--- src/rtl/rx_drain_scheduler.sv ---
// rx_drain_scheduler: drains ping/pong receive buffers alternately into a registered valid/ready stream.
module rx_drain_scheduler #(
  parameter int DW = 32,
  parameter int CW = 6
) (
  input  logic          clock,
  input  logic          resetn,
  input  logic          CSRX,
  input  logic          Start,
  input  logic [CW-1:0] Burst,
  input  logic          LatchD0,
  input  logic          LatchD1,
  input  logic [DW-1:0] BUF0,
  input  logic [DW-1:0] BUF1,
  input  logic          ReadyRXOut,
  output logic [DW-1:0] RXOut,
  output logic          ValidRXOut,
  output logic          selBUF,
  output logic          Release0,
  output logic          Release1,
  output logic [CW-1:0] BurstCount,
  output logic          Busy,
  output logic          Done,
  output logic          Overrun
);
  typedef enum logic [1:0] {IDLE, WAIT, SEND, DONE} state_t;
  state_t state, state_nx;
  logic nxt, full0, full1;
  logic go, act, hs, clr0, clr1, full_sel;
  assign go = state == IDLE && Start;
  assign act = state == WAIT || state == SEND;
  assign hs = state == SEND && ReadyRXOut;
  assign clr0 = hs && !nxt;
  assign clr1 = hs && nxt;
  assign full_sel = nxt ? full1 : full0;
  assign Busy = state != IDLE;
  always_ff @(posedge clock or negedge resetn)
    if (!resetn) state <= IDLE;
    else state <= state_nx;
  always_comb begin
    state_nx = state;
    if (!CSRX) state_nx = IDLE;
    else if (state == IDLE) state_nx = Start ? (Burst == '0 ? DONE : WAIT) : IDLE;
    else if (state == WAIT) state_nx = full_sel ? SEND : WAIT;
    else if (state == SEND) state_nx = ReadyRXOut ? (BurstCount <= CW'(1) ? DONE : WAIT) : SEND;
    else state_nx = IDLE;
  end
  always_ff @(posedge clock or negedge resetn)
    if (!resetn) begin
      nxt <= 1'b0;
      full0 <= 1'b0;
      full1 <= 1'b0;
      RXOut <= '0;
      ValidRXOut <= 1'b0;
      selBUF <= 1'b0;
      Release0 <= 1'b0;
      Release1 <= 1'b0;
      BurstCount <= '0;
      Done <= 1'b0;
      Overrun <= 1'b0;
    end else if (!CSRX) begin
      full0 <= 1'b0;
      full1 <= 1'b0;
      ValidRXOut <= 1'b0;
      Release0 <= 1'b0;
      Release1 <= 1'b0;
      BurstCount <= '0;
      Done <= 1'b0;
    end else begin
      Done <= state == DONE;
      Release0 <= clr0;
      Release1 <= clr1;
      if (go) begin
        BurstCount <= Burst;
        nxt <= 1'b0;
        full0 <= 1'b0;
        full1 <= 1'b0;
        Overrun <= 1'b0;
      end
      // a latch coinciding with the drain of the same buffer keeps it full
      if (act) begin
        full0 <= LatchD0 || (full0 && !clr0);
        full1 <= LatchD1 || (full1 && !clr1);
        if ((LatchD0 && full0 && !clr0) || (LatchD1 && full1 && !clr1)) Overrun <= 1'b1;
      end
      if (state == WAIT && full_sel) begin
        RXOut <= nxt ? BUF1 : BUF0;
        selBUF <= nxt;
        ValidRXOut <= 1'b1;
      end
      if (hs) begin
        ValidRXOut <= 1'b0;
        nxt <= ~nxt;
        if (BurstCount != '0) BurstCount <= BurstCount - CW'(1);
      end
    end
endmodule

--- config.mk ---
export PLATFORM = sky130hd
export DESIGN_NAME = rx_drain_scheduler
export DESIGN_NICKNAME = d
export VERILOG_FILES = /design/src/rtl/rx_drain_scheduler.sv
export SDC_FILE = /design/constraint.sdc
export NUM_CORES = 1
export LEC_CHECK = 0
export BUFFER_PORTS_ARGS = -buffer_cell sky130_fd_sc_hd__buf_2
export CORE_ASPECT_RATIO = 1.1
export CORE_UTILIZATION = 45
export CTS_CLUSTER_DIAMETER = 80
export DETAILED_ROUTE_END_ITERATION = 6
export GPL_TIMING_DRIVEN = 0
export PLACE_DENSITY = 0.78
export RECOVER_POWER = 100
export SYNTH_ARGS = -nofsm -noshare
export SYNTH_HDL_FRONTEND = slang
export SYNTH_SLANG_ARGS = --single-unit
--- constraint.sdc ---
create_clock -name clock -period 1.8 [get_ports clock]
set_input_delay 0.27 -clock clock [delete_from_list [all_inputs] [get_ports clock]]
set_output_delay 0.27 -clock clock [all_outputs]
set_load 0.03 [all_outputs]
# Word-level counts from Yosys, hierarchy flattened
# Cells that the tools add are included.
dict set report word_totals {
  reg_bits 49
  inputBits 77
  word_cells 75
}
dict set report classes {
  add_sub_neg 1
  magnitude_cmp 1
  n_eq_ne 5
  muxes 30
  n_bitwise 1
  n_reduce_logical 25
}
# op count
set ops {}
lappend ops {{two-way mux 32 bit} 1}
lappend ops {{two-way mux 6 bit} 4}
lappend ops {{two-way mux 2 bit} 9}
lappend ops {{two-way mux 1 bit} 16}
lappend ops {{logical AND 1 bit} 11}
lappend ops {{<= comparator 6 x 1 -> 1 bit, second input constant} 1}
lappend ops {{zero test 6 bit} 1}
lappend ops {{inequality test 3 x 1 -> 1 bit, second input constant} 2}
lappend ops {{nonzero test 6 bit} 1}
lappend ops {{subtractor 6 x 1 -> 6 bit, second input constant} 1}
lappend ops {{== test 2 bit, second input constant} 2}
lappend ops {{logical OR 1 bit} 4}
lappend ops {{AND reduction 2 bit} 2}
lappend ops {{nonzero test 2 bit} 2}
lappend ops {{zero test 1 bit} 3}
lappend ops {{== test 2 x 1 -> 1 bit, second input constant} 1}
lappend ops {{zero test 2 bit} 1}
lappend ops {{inverter 1 bit} 1}

# Longest topological paths before layout
# Gate-level depths: netlist of the first run.
dict set report depth {
  word_depth 8
  depth_mapped 7
}

# Worst setup path before layout of the first run
# No wires, ideal clock.
dict set report synth_path {
  kind {register to register}
  startpoint {reg BurstCount[0]}
  endpoint {reg BurstCount[3]}
  setup_time_ns 0.073
  t_arrival_ns 1.643
  required_time_ns 1.727
  path_slack_ns 0.084
  stages_incl_launch_ff 6
  period_less_slack_ns 1.716
  path_cell_list {dfrtp_1 -> inv_1 -> ha_1 -> a21oi_2 -> mux2_4 -> a21oi_2}
}
dict set report synth_between {
  elab_chain_cells 4
  elab_cells_between_ends 5
  classes_between {add/sub: 1; mux: 3; reduce/logical: 1}
}
# item line
set synth_lines {}
lappend synth_lines {{start, declared} 21} ;# output logic [CW-1:0] BurstCount,
lappend synth_lines {{start signal, assigned} 74} ;# BurstCount <= Burst;
lappend synth_lines {{start signal, assigned} 94} ;# if (BurstCount != '0) BurstCount <= BurstCount - CW'(1);
lappend synth_lines {{subtractor 6 x 1 -> 6 bit or nonzero test 6 bit (tied branches)} 94}
lappend synth_lines {{two-way mux 6 bit (*)} 94}
lappend synth_lines {{two-way mux 6 bit (*)} 91} ;# if (hs) begin
lappend synth_lines {{two-way mux 6 bit (*)} 61} ;# end else if (!CSRX) begin
# Every way passes the cells marked *; elsewhere a longest branch is shown, timed or not.
# A chain may end at the register's enable or synchronous reset.

# Final worst setup path of the first run
dict set report layout_path {
  startpoint {reg state[1]}
  endpoint {reg RXOut[24]}
}
dict set report layout_between {
  elab_chain_cells 3
}
# item line
set layout_lines {}
lappend layout_lines {{start, declared} 27} ;# state_t state, state_nx;
lappend layout_lines {{start signal, assigned} 39} ;# else state <= state_nx;
lappend layout_lines {{== test 2 x 1 -> 1 bit} 86} ;# if (state == WAIT && full_sel) begin
lappend layout_lines {{logical AND 1 bit} 86}
lappend layout_lines {{AND reduction 2 bit (no line)} --}
lappend layout_lines {{end signal, assigned} 87} ;# RXOut <= nxt ? BUF1 : BUF0;
lappend layout_lines {{end, declared} 16} ;# output logic [DW-1:0] RXOut,
# Every way passes these cells.

==> results of run 1 <==
-- cell usage in the layout (no fill, tap or decap), drive strengths merged, types with 2 or more instances in the layout --
cell type and instances:
a211oi 4, a21oi 8, and2 3, and3 2
buf 81, clkbuf 55, dfrtp 49, ha 7
inv 8, mux2 66, mux2i 3, nand2 7
nand2b 2, nand3 4, nand3b 3, nor2 7
nor3 2, o21a 3, o21ai 8
-- routing by layer --
metal	vias up	part of all wire	track usage
li1	1027	-	-
met1	1035	0.43	0.252
met2	101	0.49	0.354
met3	2	0.072	0.0437
met4	0	0.0030	0.0402
met5	-	0	0
-- how the worst max path moves through the flow --
| stage | to | startpoint | cells after the start | slack [ns] |
|---|---|---|---|---|
| after global routing | BurstCount[3] | state[0] | 6 | -0.06 |
| after global placement | BurstCount[3] | state[0] | 6 | 0.05 |
| final | RXOut[24] | state[1] | 6 | 0.02 |
| after detailed placement | BurstCount[2] | state[1] | 7 | -0.008 |
| after floorplan | BurstCount[3] | BurstCount[0] | 5 | 0.08 |
| after CTS | RXOut[27] | state[1] | 6 | 0.02 |
-- worst max-delay path, delay by kind of cell (launching register included) --
kind,cells,cell delay (ns)
multiplexers,1,0.30
AND/OR/NAND/NOR,2,0.43
buffers and inverters,2,0.31
flip-flops,1,0.42
adder cells (fa/ha/maj),1,0.19
-- what timing repair did --
item / 4_1_cts / 5_1_grt
pin swaps: 0 / 0
gates cloned: 0 / 1
gates resized for setup: 1 / 8
endpoints found under the setup margin: 2 / 35
setup buffers: 0 / 1
hold buffers: 0 / 0
-- flip-flops by register name, indices dropped and copies added, names as in the netlist --
register,flops
BurstCount,6
Release0,1
nxt,1
state,2
RXOut,32
Done,1
Release1,1
selBUF,1
full1,1
Overrun,1
full0,1
ValidRXOut,1
-- final cells by class --
cell class | instances | area share
Inverter | 7 | 0.00751
Buffer | 10 | 0.0193
Sequential cell | 49 | 0.351
Clock inverter | 3 | 0.00608
Multi-Input combinational cell | 146 | 0.411
Timing Repair Buffer | 121 | 0.158
Tap cell | 77 | 0.0275
Clock buffer | 5 | 0.0197
-- through the flow --
stage / hold slack, ns / instances / utilization / area, um^2 / total power, W
floorplan: -0.0256 / 212 / - / 2730 / 0.00289
global placement: 0.471 / 409 / 0.590 / 3420 / 0.00341
detailed placement: 0.486 / 409 / 0.590 / 3420 / 0.00345
CTS: 0.202 / 416 / 0.606 / 3520 / 0.00412
global route: 0.300 / 418 / 0.603 / 3500 / 0.00425
finish: 0.200 / 418 / 0.603 / 3500 / 0.00403
-- power groups by stage --
stage                     clock [W]  sequential [W]  combinational, W
final                      0.000652         0.00158           0.00180
after global routing       0.000720         0.00162           0.00191
after CTS                  0.000673         0.00157           0.00188
after detailed placement          0         0.00159           0.00186
after global placement            0         0.00157           0.00184
after floorplan                   0         0.00217          0.000725
-- logic make-up after synthesis --
group	share of synthesized area
AOI/OAI and AO/OA	0.0858
adders and majority gates	0.0321
buffers and inverters	0.0349
DFF	0.450
muxes	0.326
and+or+nand+nor	0.0716
==> results.toml, run 1 <==
[grt]
grt_pass1_vias = 2137
grt_pass1_wl_mm = 10.2
grt_usage = 0.201
antenna_found_initial = 0
grt_overflow = 0
grt_max_degree = 50

[critical_path]
cp.required_ns = 1.99
worstPathCellList = "inv_1 > ha_1 > nor2b_2 > nand2_2 > buf_6 > mux2_4"
crit_fanout = 10
r2r-start = "state[1]"
cp_data_arrival_time_ns = 1.96
r2r_setup_slack_ns = 0.02
end_kind = "register"
path_class = "reg2reg"
critPathSlowestCell = "dfrtp_1"
cp_slowest_stage_delay_ns = 0.42
reg2reg_depth = 6
start_kind = "register"
r2r_end = "RXOut[24]"

[placed_design]
io_buffers = 120
gp_congestion = 0.812
place_ws_ns = -0.00778
hpwlAfterDp_mm = 4.61

[logic_synthesis]
postSynthNetCount = 296
synthTopCellsByCount = "dfrtp_1 (49), mux2_2 (32), mux2_4 (31)"
seq_area_frac_synth = 0.450
synthCells = 212
syn-cell-area_mm2 = 0.00273
yosys.area.top_type = "dfrtp_1"
yosys-top-cells-area = "dfrtp_1 (45%), mux2_4 (17%), mux2_2 (13%), ha_1 (3.2%), o21ai_0 (1.3%)"
ys.warnings.count = 0
ys_seq_elements = 49
synthFlopType = "dfrtp_1"
synth_area_per_cell_um2 = 12.9
synth-async-reset-ratio = 1.00
netlist.area_leader.share = 0.450
synthDistinctLibCells = 44
synth.most_common_cell = "dfrtp_1"
synth_edf_count = 0

[finish]
area_growth_pct = 28.3
fillers = 506
final_nets = 424
antennaDiodeCount = 0
seqCellArea_mm2 = 0.00123
drive_gt1_frac = 0.481
multi_input_area_mm2 = 0.00144

[clock_network]
clkTransAtPathRegs_ns = 0.09
cts_buffer_depth = 2
cts_root_buf = "clkbuf_8"
cts_buffers = 5
clk-insertion-delay-late_ns = 0.30
cts_tree = "done"
h-tree-depth = 2
tritoncts_num_sinks = 49

[sta]
period_needed_ns = 1.78
post-route-period-util = 0.988
tightest_slew_ns = 1.18
fin_ws_ns = 0.0219
skew_ns = 0.00414
drv_slew = 0
setup_viol = 0
setup_tns_ns = 0
timing.fmax_mhz = 562
slew_headroom = 0.213
hold_viol = 0
rsz0062_at_grt = "true"

[hold_path]
min_path_type = "in2async"

[floorplan]
num_rows = 29
die_y_um = 83.7
io_pins = 122
die_area_mm2 = 0.00638
initial_core_util = 0.470
dieWidth_um = 76.2
core_area_mm2 = 0.00581

[power]
intPower_w = 0.00239
sequentialPowerShare = 0.393
vdd_drop_max_mv = 0.513
power.share.clock = 0.162
pwr-share-comb = 0.446
cellPowerDensity_mw_per_mm2 = 1150
p_leak_nw = 1.76
power_switching_w = 0.00164
switching_share = 0.407

[status]
run_status = "completed"

[detailed_routing]
vias = 2165
wl_mm = 6.27
routedWlPerCell_um = 15.0
drc = 0
vias_per_cell = 5.18
first_pass_iters = 4
ant_nets = 0
drt_iter0_markers = 89

[run]
maxCapViolations = 0
No activity file was read; power rests on OpenSTA's default activity.
==> run 2: changes to the inputs <==
- MAX_ROUTING_LAYER: unset -> met4
==> run 2 against run 1 <==
Compared with the run above:
- routed wire length up 0.13%
- final cell count did not move
- first-iteration DRC count is 9.0% lower
- flip-flop and latch count stayed put
- sequential share of layout area did not move
- core utilization stayed put
- clock skew is essentially flat
- global-route usage up 0.58 points
- die area is the same
- worst setup slack worse by 0.0032 ns
- critical path depth unchanged
- cell area did not move
==> results.toml, run 2 (synthesis results as in run 1) <==
[power]
pwr-share-comb = 0.446
power_w = 0.00403
sequentialPowerShare = 0.393
vdd_drop_max_mv = 0.511
p_leak_nw = 1.76
switching_share = 0.406
power_switching_w = 0.00164
cellPowerDensity_mw_per_mm2 = 1150
power.share.clock = 0.161
intPower_w = 0.00239

[critical_path]
cp_data_arrival_time_ns = 1.97
crit_path_start = "state[1]"
cp_slowest_stage_delay_ns = 0.42
critPathSlowestCell = "dfrtp_1"
path_class = "reg2reg"
reg2reg_depth = 6
r2r_end = "selBUF"
crit_fanout = 10
end_kind = "register"
cp.required_ns = 1.98
start_kind = "register"
r2r_setup_slack_ns = 0.02
crit_end = "selBUF"
worstPathCellList = "inv_1 > ha_1 > nor2b_2 > nand2_2 > buf_6 > mux2_4"
r2r-start = "state[1]"

[placed_design]
gp_congestion = 0.824
post-place-cells = 409
io_buffers = 120
hpwlAfterDp_mm = 4.61

[floorplan]
die_y_um = 83.7
num_rows = 29
core_area_mm2 = 0.00581
dieWidth_um = 76.2
die_area_mm2 = 0.00638
io_pins = 122
initial_core_util = 0.470

[detailed_routing]
routedWlPerCell_um = 15.0
first_pass_iters = 4
drc = 0
drt_iter0_markers = 81
vias = 2152
ant_nets = 0
wl_mm = 6.28
vias_per_cell = 5.15

[clock_network]
clkTransAtPathRegs_ns = 0.09
cts_buffers = 5
cts_buffer_depth = 2
clk-insertion-delay-late_ns = 0.30
cts_tree = "done"
tritoncts_num_sinks = 49
h-tree-depth = 2
cts_root_buf = "clkbuf_8"
hold_buffers = 0

[sta]
hold_viol = 0
skew_ns = 0.00440
rsz0062_at_grt = "true"
tightest_slew_ns = 1.18
period_needed_ns = 1.78
timing.fmax_mhz = 561
drv_slew = 0
slew_headroom = 0.214
post-route-period-util = 0.990
setup_viol = 0

[grt]
grt_max_degree = 50
grt_pass1_wl_mm = 10.2
grt_usage = 0.206
grt_overflow = 0
antenna_found_initial = 0
grt_pass1_vias = 2135

[finish]
mostFrequentLayoutCell = "buf_2"
drive_gt1_frac = 0.481
final_nets = 424
top_register = "RXOut"
largest_reg_flops = 32
fin_cells = 418
layout_common_cells = "buf_2 (76), dfrtp_1 (49), clkbuf_1 (47)"
fillers = 506
area_growth_pct = 28.3
antennaDiodeCount = 0
reg_top3 = "RXOut: 32 flops, BurstCount: 6 flops, state: 2 flops"

[run]
maxCapViolations = 0

[status]
run_status = "completed"

[hold_path]
min_path_type = "in2async"
run 2: metrics by stage:
| step | TNS, ns | worst slack (ns) | hold WS [ns] | util | instance area [um^2] |
|---|---|---|---|---|---|
| after floorplan | 0 | 0.0837 | -0.0256 | - | 2730 |
| after global placement | 0 | 0.0520 | 0.471 | 0.590 | 3420 |
| after detailed placement | -0.00778 | -0.00778 | 0.486 | 0.590 | 3420 |
| after CTS | 0 | 0.0166 | 0.202 | 0.606 | 3520 |
| after global routing | -0.737 | -0.0572 | 0.300 | 0.603 | 3500 |
| final | 0 | 0.0187 | 0.200 | 0.603 | 3500 |
run 2: timing repair:
action | CTS | global route
setup buffers | 0 | 1
setup endpoints to repair | 2 | 35
gates resized for setup | 1 | 8
cloned | 0 | 1
run 2: final cells by class:
type	count	area, um^2	share of cell area
Multi-Input combinational cell	146	1440	0.411
Sequential cell	49	1230	0.351
Timing Repair Buffer	121	553	0.158
Tap cell	77	96.3	0.0275
Clock buffer	5	68.8	0.0197
Buffer	10	67.6	0.0193
Inverter	7	26.3	0.00751
Clock inverter	3	21.3	0.00608
run 2: power by group through the flow:
stage	combinational, W	sequential [W]	clock, W
after global placement	0.00184	0.00157	0
after floorplan	0.000725	0.00217	0
after CTS	0.00188	0.00157	0.000673
after global routing	0.00191	0.00162	0.000720
after detailed placement	0.00186	0.00159	0
final	0.00180	0.00158	0.000649
run 2: worst max-delay path, delay by kind of cell (launching register included):
| kind | cells | cell delay (ns) |
|---|---|---|
| AND/OR/NAND/NOR | 2 | 0.44 |
| flip-flops | 1 | 0.42 |
| adder cells (fa/ha/maj) | 1 | 0.19 |
| multiplexers | 1 | 0.30 |
| buffers and inverters | 2 | 0.31 |
run 2: worst min path at each step:
stage	start	to	cells after the start
floorplan	resetn	BurstCount[0]	0
global placement	RXOut[2]	RXOut[2]	1
detailed placement	RXOut[30]	RXOut[30]	1
CTS	resetn	RXOut[28]	1
global route	CSRX	state[1]	2
finish	resetn	BurstCount[5]	1
run 2: per-layer routing:
metal	share of wire	track usage	vias up	wire length, um
li1	-	-	1026	-
met1	0.43	0.252	1022	2680
met2	0.50	0.354	100	3110
met3	0.073	0.0426	4	459
met4	0.0037	0.0402	0	23
met5	0	-	-	0
==> run 3: changes to the inputs <==
- REMOVE_ABC_BUFFERS: unset -> 1
==> run 3 against run 2 <==
Compared with the run above:
- register-to-register slack improved by 0.09 ns
- critical path depth decreased by 1
- sequential share of layout area increased by 0.57 points
- largest power group unchanged
==> results.toml, run 3 (synthesis results as in run 1) <==
[placed_design]
hpwlAfterDp_mm = 4.19
gp_congestion = 0.849
post-place-cells = 399
placed_cell_area_mm2 = 0.00336
place_ws_ns = -1.56
io_buffers = 121

[floorplan]
dieWidth_um = 76.2
die_y_um = 83.7
initial_core_util = 0.470
io_pins = 122
core_area_mm2 = 0.00581
num_rows = 29
die_area_mm2 = 0.00638

[critical_path]
end_kind = "register"
reg2reg_depth = 5
path_class = "reg2reg"
cp_data_arrival_time_ns = 1.88
start_kind = "register"
r2r_setup_slack_ns = 0.10
cp.required_ns = 1.99
crit_fanout = 7

[grt]
grt_pass1_vias = 2054
grt_pass1_wl_mm = 9.99
grt_overflow = 0
grt_usage = 0.206
antenna_found_initial = 0
grt_max_degree = 50

[finish]
top_register = "RXOut"
layout_common_cells = "buf_2 (75), dfrtp_1 (48), clkbuf_1 (45)"
area_growth_pct = 26.6
drive_gt1_frac = 0.402
final_nets = 421
stdcell_area_mm2 = 0.00345
fillers = 536
fin_cells = 415
reg_top3 = "RXOut: 32 flops, BurstCount: 6 flops, state: 2 flops"
antennaDiodeCount = 0
mostFrequentLayoutCell = "buf_2"
largest_reg_flops = 32

[clock_network]
tritoncts_num_sinks = 49
cts_root_buf = "clkbuf_8"
h-tree-depth = 2
cts_buffers = 5
clkTransAtPathRegs_ns = 0.09
clk-insertion-delay-late_ns = 0.29
cts_tree = "done"
cts_buffer_depth = 2
hold_buffers = 0

[detailed_routing]
vias_per_cell = 5.20
wl_mm = 6.28
drt_iter0_markers = 66
drc = 0
ant_nets = 0
routedWlPerCell_um = 15.1
first_pass_iters = 4
vias = 2159

[hold_path]
min_path_type = "in2async"

[sta]
timing.fmax_mhz = 590
period_needed_ns = 1.70
tightest_slew_ns = 1.22
rsz0062_at_grt = "false"
skew_ns = 0.00928
fin_ws_ns = 0.104
slew_headroom = 0.187
post-route-period-util = 0.942
hold_viol = 0
drv_slew = 0
setup_viol = 0

[power]
p_leak_nw = 1.68
power_w = 0.00410
cellPowerDensity_mw_per_mm2 = 1190
vdd_drop_max_mv = 0.517

[run]
maxCapViolations = 0

[status]
run_status = "completed"
==> run 3: cell count changes in the layout (fill, tap and decap cells not counted), sizes merged <==
cell	delta
clkinvlp	-1
nand2	+1
bufinv	+2
a21oi	-1
inv	-1
clkbuf	-3
==> run 3: power by group <==
part / switching (W) / total, W / leakage [nW] / internal (W)
combinational: 0.00107 / 0.00162 / 0.956 / 0.000551
sequential: 0.000168 / 0.00157 / 0.655 / 0.00140
clock: 0.000359 / 0.000910 / 0.0681 / 0.000552
==> run 3: worst paths after layout <==
check                                   start            end
worst max-delay path            BurstCount[2]  BurstCount[4]
worst min-delay path                   resetn  BurstCount[4]
worst max register to register  BurstCount[2]  BurstCount[4]
worst min register to register      RXOut[15]      RXOut[15]
max in group asynchronous              resetn            nxt
min in group clock                   Burst[2]       state[1]
==> run 3: layout make-up <==
cell class / instances / area (um^2) / area share
Timing Repair Buffer: 128 / 611 / 0.177
Multi-Input combinational cell: 146 / 1360 / 0.393
Tap cell: 77 / 96.3 / 0.0279
Sequential cell: 49 / 1230 / 0.356
Clock inverter: 3 / 65.1 / 0.0188
Inverter: 7 / 26.3 / 0.00761
Clock buffer: 5 / 68.8 / 0.0199
==> run 3: critical path, cell delays in order, from the launching register on <==
cell and delay (ns):
dfrtp_1 0.47, nor4_2 0.53, a21oi_4 0.16, clkbuf_1 0.14, o31ai_1 0.22, a21oi_1 0.06
==> run 3: through the flow <==
| step | hold WS (ns) | utilization | setup TNS [ns] |
|---|---|---|---|
| final | 0.220 | 0.595 | 0 |
| after global routing | 0.271 | 0.595 | 0 |
| after CTS | 0.208 | 0.615 | 0 |
| after detailed placement | 0.487 | 0.579 | -51.89 |
| after global placement | 0.471 | 0.579 | -47.32 |
| after floorplan | -0.0256 | - | -25.92 |
==> run 3: repair_timing <==
action | in CTS | in global routing
pin swaps | 1 | 1
buffers inserted | 3 | 4
gates cloned | 1 | 0
setup endpoints to repair | 41 | 17
resized for setup | 6 | 3
==> run 3: per-layer routing <==
metal | global-route usage | up-vias | share of wire
met5 | - | - | 0
met3 | 0.0437 | 2 | 0.068
li1 | - | 1020 | -
met2 | 0.357 | 95 | 0.51
met4 | 0.0420 | 0 | 0.0035
met1 | 0.247 | 1042 | 0.42
